[config.mk]
export PLATFORM = sky130hd
export DESIGN_NAME = regfile_write_arbiter
export DESIGN_NICKNAME = d
export VERILOG_FILES = /design/src/rtl/regfile_write_arbiter.sv
export SDC_FILE = /design/constraint.sdc
export NUM_CORES = 1
export LEC_CHECK = 0
export ABC_AREA = 1
export CAP_MARGIN = 10
export CORE_MARGIN = 3
export CORE_UTILIZATION = 53
export CTS_CLUSTER_SIZE = 20
export DETAILED_ROUTE_END_ITERATION = 6
export GPL_ROUTABILITY_DRIVEN = 1
export PLACE_DENSITY_LB_ADDON = 0.3
export SYNTH_ARGS = -nofsm -noshare
export SYNTH_HDL_FRONTEND = slang
export SYNTH_SLANG_ARGS = --single-unit
export TNS_END_PERCENT = 100
[constraint.sdc]
create_clock -name clk -period 6.1 [get_ports clk]
set_input_delay 0.61 -clock clk [delete_from_list [all_inputs] [get_ports clk]]
set_output_delay 0.61 -clock clk [all_outputs]
set_load 0.005 [all_outputs]
[src/rtl/regfile_write_arbiter.sv]
// Shares the register-file write port between WB and a long-latency unit, and keeps a busy-bit
// scoreboard that stalls decode on hazards against outstanding long-latency results.
module regfile_write_arbiter #(
  parameter int unsigned BUF_DEPTH    = 2,
  parameter int unsigned STARVE_LIMIT = 4
) (
  input  logic        clk,
  input  logic        rst,
  input  logic        wb_en,
  input  logic [4:0]  wb_reg,
  input  logic [31:0] wb_data,
  input  logic        llu_valid,
  input  logic [4:0]  llu_reg,
  input  logic [31:0] llu_data,
  output logic        llu_ready,
  input  logic        issue_valid,
  input  logic [4:0]  issue_reg,
  input  logic [4:0]  dec_src1,
  input  logic [4:0]  dec_src2,
  input  logic [4:0]  dec_dst,
  output logic        dec_stall,
  output logic [4:0]  write_reg,
  output logic [31:0] write_value
);

  localparam int unsigned AW = (BUF_DEPTH > 1) ? $clog2(BUF_DEPTH) : 1;
  localparam int unsigned SW = $clog2(STARVE_LIMIT + 1);

  logic [31:0]   busy_q, busy_d;
  logic [4:0]    fifo_reg_q  [BUF_DEPTH];
  logic [31:0]   fifo_data_q [BUF_DEPTH];
  logic [AW-1:0] rd_ptr_q, wr_ptr_q;
  logic [AW:0]   count_q, count_d;
  logic [SW-1:0] starve_q, starve_d;
  logic          hold_q, hold_d;

  logic        empty, full, wb_win, pop, push, issue_ok;
  logic        hazard, starve_stall, pending_full;
  logic [5:0]  pending;
  logic [4:0]  head_reg;
  logic [31:0] head_data;

  assign head_reg  = fifo_reg_q[rd_ptr_q];
  assign head_data = fifo_data_q[rd_ptr_q];
  assign empty     = (count_q == '0);
  assign full      = (count_q == (AW + 1)'(BUF_DEPTH));
  assign wb_win    = wb_en && (wb_reg != 5'd0);
  assign pop       = !rst && !empty && !wb_win;
  // Depends only on state and WB, never on llu_valid.
  assign llu_ready = !rst && (!full || pop);
  assign push      = llu_valid && llu_ready && (llu_reg != 5'd0);

  always_comb begin
    pending = '0;
    for (int i = 1; i < 32; i++) begin
      pending = pending + 6'(busy_q[i]);
    end
  end

  assign pending_full = (pending == 6'd31);
  assign hazard = ((dec_src1 != 5'd0) && busy_q[dec_src1]) ||
                  ((dec_src2 != 5'd0) && busy_q[dec_src2]) ||
                  ((dec_dst  != 5'd0) && busy_q[dec_dst]);
  // Once the counter saturates, the stall is held until the FIFO drains completely.
  assign starve_stall = (starve_q == SW'(STARVE_LIMIT)) || hold_q;
  assign dec_stall    = rst || hazard || starve_stall || (issue_valid && pending_full);
  assign issue_ok     = issue_valid && !dec_stall && (issue_reg != 5'd0);

  always_comb begin
    write_reg   = 5'd0;
    write_value = 32'd0;
    if (!rst) begin
      if (wb_win) begin
        write_reg   = wb_reg;
        write_value = wb_data;
      end else if (!empty) begin
        write_reg   = head_reg;
        write_value = head_data;
      end
    end
  end

  always_comb begin
    busy_d = busy_q;
    if (pop) busy_d[head_reg] = 1'b0;
    if (issue_ok) busy_d[issue_reg] = 1'b1;
    busy_d[0] = 1'b0;

    count_d = count_q + (AW + 1)'(push) - (AW + 1)'(pop);

    starve_d = starve_q;
    if (empty || pop) begin
      starve_d = '0;
    end else if (wb_win && (starve_q != SW'(STARVE_LIMIT))) begin
      starve_d = starve_q + SW'(1);
    end

    hold_d = starve_stall && (count_d != '0);
  end

  always_ff @(posedge clk) begin
    if (rst) begin
      busy_q   <= '0;
      rd_ptr_q <= '0;
      wr_ptr_q <= '0;
      count_q  <= '0;
      starve_q <= '0;
      hold_q   <= 1'b0;
    end else begin
      busy_q   <= busy_d;
      count_q  <= count_d;
      starve_q <= starve_d;
      hold_q   <= hold_d;
      if (push) wr_ptr_q <= wr_ptr_q + AW'(1);
      if (pop)  rd_ptr_q <= rd_ptr_q + AW'(1);
    end
  end

  always_ff @(posedge clk) begin
    if (push) begin
      fifo_reg_q[wr_ptr_q]  <= llu_reg;
      fifo_data_q[wr_ptr_q] <= llu_data;
    end
  end

  // An issue is legal against a busy register only if that register's result is written now.
  a_issue_busy: assert property (@(posedge clk) disable iff (rst)
    issue_ok |-> (!busy_q[issue_reg] || (pop && (head_reg == issue_reg))));
  a_llu_not_busy: assert property (@(posedge clk) disable iff (rst)
    push |-> busy_q[llu_reg]);
  a_wb_busy: assert property (@(posedge clk) disable iff (rst)
    wb_win |-> !busy_q[wb_reg]);

endmodule

==> impl_metrics.py <==
metrics = {
    "worst_setup_path": {
        "cp.arrival_ns": 5.31,
        "cpMostUsedCell": "fa_1",
        "reg2reg_depth": 18,
        "max_stage_delay_ns": 0.58,
        "crit_chain": "fa_1 -> fa_1 -> fa_1 -> fa_1 -> fa_1 -> inv_1 -> fa_1 -> fa_2 -> inv_2 -> fa_1 -> nand3b_1 -> nor3_1 -> a21oi_1 -> nand2_1 -> nor2_4 -> nand2_1 -> clkbuf_2",
        "slowest_stage": "fa_1",
        "crit_path_end_kind": "output pin",
        "crit_family": "adder cells",
        "crit_path_max_fanout": 4,
        "rr_endpoint": "busy_q[20]",
        "cp_num_buf_inv": 3,
        "reg2reg_slack_ns": 0.67,
        "start_kind": "register",
        "reg2reg_from": "busy_q[24]",
        "worstSetupPathType": "reg2out",
        "cp_data_required_time_ns": 5.49,
    },
    "sta": {
        "tightest_slew_ns": 1.104,
        "fmax_mhz": 169.0,
        "finalWorstPathRequiredPeriod_ns": 5.915,
        "drv_slew": 0,
        "setup_violations": 0,
        "fin_crit_sh_pct": 96.97,
        "rsz0062_at_grt": "true",
        "max_slew_margin_pct": 26.25,
        "skew_ns": 0.005149,
        "hold_viol": 0,
    },
    "placement": {
        "placed_cell_area_sq_um": 8467,
        "hpwl_mm": 14.14,
        "portBuffers": 137,
        "gp_congestion": 1.056,
    },
    "job": {
        "drv_cap": 0,
    },
    "synth": {
        "synth_fp_nets": 1010,
        "syn-cell-area_sq_um": 7062,
        "netlist.area_leader.share_pct": 31.47,
        "synth_top_cell_by_area": "edfxtp_1",
        "ys_types": 35,
        "ys_ff_latch": 114,
        "syn-mean-instance-area_sq_um": 8.052,
        "synthTopCellsByArea": "edfxtp_1 31%, dfxtp_1 11%, nand2_1 10%",
        "ys_seq_area_share_pct": 42.81,
        "synth_cells": 877,
        "yosysWarnings": 0,
    },
    "cells_and_area": {
        "nets": 1137,
        "drive_gt1_share_pct": 6.195,
        "layout_commonest_cell": "nand2_1",
        "mostFrequentLayoutCells": "190 x nand2_1, 136 x clkdlybuf4s50_1, 124 x inv_1",
        "antennaDiodeCount": 0,
        "syn_to_final_growth_pct": 28.60,
        "final_cell_area_sq_um": 9081,
    },
    "floorplan": {
        "dieHeight_um": 121.4,
        "rows": 41,
        "io_pins": 138,
        "core_area_sq_um": 12820,
        "initial_core_util_pct": 55.06,
        "dieArea_sq_um": 14750,
        "die_w_um": 121.4,
    },
    "min_path": {
        "holdPathStages": 1,
        "hold_path.class": "reg2reg",
        "hp-start": "rd_ptr_q",
    },
    "routing": {
        "wl_mm": 19.98,
        "route.antenna.remaining_nets": 0,
        "drc_errors": 0,
        "dr.pass1.iters": 7,
        "viasPerCell": 5.625,
        "vias": 6688,
        "dr.first_iter.drc_count": 819,
        "drt-wirelength-per-cell_um": 16.80,
    },
    "cts": {
        "cts_tree": "yes",
        "htreeDepth": 4,
        "cts_buffers": 17,
        "root_buffer": "clkbuf_16",
        "holdBufCountCts": 0,
        "clkSlewWorstSetupHoldPaths_ns": 0.05,
        "clock_latency_ns": 0.42,
        "clock_path_buffers": 2,
        "cts.sinks": 114,
    },
    "global_route": {
        "grt_max_degree": 74,
        "grt_antenna_before_repair": 0,
        "grt_overflow": 0,
        "track_usage_pct": 27.60,
        "grt_pass1_vias": 6546,
        "grt_pass1_wl_mm": 31.84,
    },
    "pwr": {
        "p_leak_nw": 3.640,
        "pwr_density_cell_nw_per_um2": 247.3,
        "power_w": 0.002245,
        "max-vdd-ir-drop_mv": 0.1951,
    },
    "run_status": {
        "outcome": "finished clean",
    },
}
repair_timing:
action / CTS / global route
endpoints found under the setup margin: 1 / 1
setup buffers: 0 / 0
resized for setup: 4 / 7
pin swaps: 3 / 3
registers in the layout, summed over array words and instances, names as in the netlist, named ones only:
name,flops
wr_ptr_q,1
fifo_reg_q,10
starve_q,3
fifo_data_q,64
count_q,2
rd_ptr_q,1
hold_q,1
busy_q,31
through the flow:
| stage | worst slack, ns | util [%] | hold WS, ns | setup TNS, ns | std cells |
|---|---|---|---|---|---|
| 2_1_floorplan | 0.5630 | - | 0.4256 | 0 | 877 |
| 3_3_place_gp | 0.2104 | 66.02 | 0.4374 | 0 | 1157 |
| 3_5_place_dp | 0.1495 | 66.02 | 0.4384 | 0 | 1157 |
| 4_1_cts | 0.01035 | 70.80 | 0.4546 | 0 | 1189 |
| 5_1_grt | -0.07039 | 70.81 | 0.4875 | -0.07039 | 1189 |
| 6_report | 0.1846 | 70.81 | 0.4553 | 0 | 1189 |
routing by layer:
layer	track usage [%]	vias to the layer above	routed length (um)
li1	-	3183	-
met4	12.25	0	703
met5	0	-	0
met2	45.66	338	9871
met1	33.76	3103	7632
met3	7.506	64	1771
worst max path at each step:
stage | start | to | cells past startpoint
floorplan | busy_q[6] | dec_stall | 19
global placement | busy_q[6] | dec_stall | 19
detailed placement | busy_q[6] | dec_stall | 19
CTS | busy_q[6] | dec_stall | 19
global route | busy_q[6] | dec_stall | 19
finish | busy_q[24] | dec_stall | 17
cells by family (layout without fill, tap and decap cells):
| group | after synthesis | after routing | synth area share (%) |
|---|---|---|---|
| and+or+nand+nor | 391 | 391 | 23.78 |
| xor gates and xnor gates | 6 | 6 | 0.7443 |
| AOI/OAI and AO/OA | 162 | 162 | 13.18 |
| DFF | 114 | 114 | 42.81 |
| adders and majority gates | 34 | 34 | 8.469 |
| buffers and inverters | 169 | 309 | 10.88 |
| muxes | 1 | 1 | 0.1417 |
worst reg2reg max path: stages (launching register included):
cell and delay, ns:
dfxtp_1 0.35, fa_1 0.58, fa_1 0.45, fa_1 0.54, fa_1 0.45, fa_1 0.51, inv_1 0.05, fa_1 0.45
fa_2 0.35, inv_2 0.07, fa_1 0.40, nand3b_1 0.10, nor3_1 0.06, a21oi_1 0.11, nand2_1 0.10, nor2_4 0.12
buf_4 0.32, nand4_1 0.18, a21oi_1 0.17
cell type report:
cell class | instances | area (sq um)
Fill cell | 986 | 3744
Multi-Input combinational cell | 594 | 3291
Sequential cell | 114 | 3030
Timing Repair Buffer | 147 | 1441
Inverter | 130 | 493.0
Clock buffer | 18 | 429.2
Tap cell | 172 | 215.2
Clock inverter | 14 | 181.4
synth_stat cells:
library cell / instances
inv_2: 1
o21ai_0: 37
inv_1: 126
fa_1: 23
xor2_1: 3
or2_2: 1
buf_4: 3
nor3_1: 4
nand4_1: 31
nor2_8: 1
buf_6: 15
a21oi_1: 75
dfxtp_1: 40
nand2_2: 3
nor2_1: 92
mux2i_1: 1
nand3b_1: 4
a2bb2oi_1: 2
edfxtp_1: 74
nand2_1: 190
ha_1: 11
a211oi_1: 2
o21ai_1: 3
a31oi_1: 2
inv_4: 2
nor2_4: 1
o32ai_1: 2
buf_1: 3
clkinv_1: 1
xnor2_1: 3
buf_2: 4
clkbuf_1: 14
o211ai_1: 34
o31ai_1: 5
nand3_1: 64
power breakdown:
part           internal, W  switching (W)  leakage (nW)
Clock             0.000646       0.000362         0.283
Combinational     0.000166       0.000211          2.35
Sequential        0.000850      0.0000103          1.00
Total              0.00166       0.000583          3.64
No activity file was read; power rests on OpenSTA's default activity.
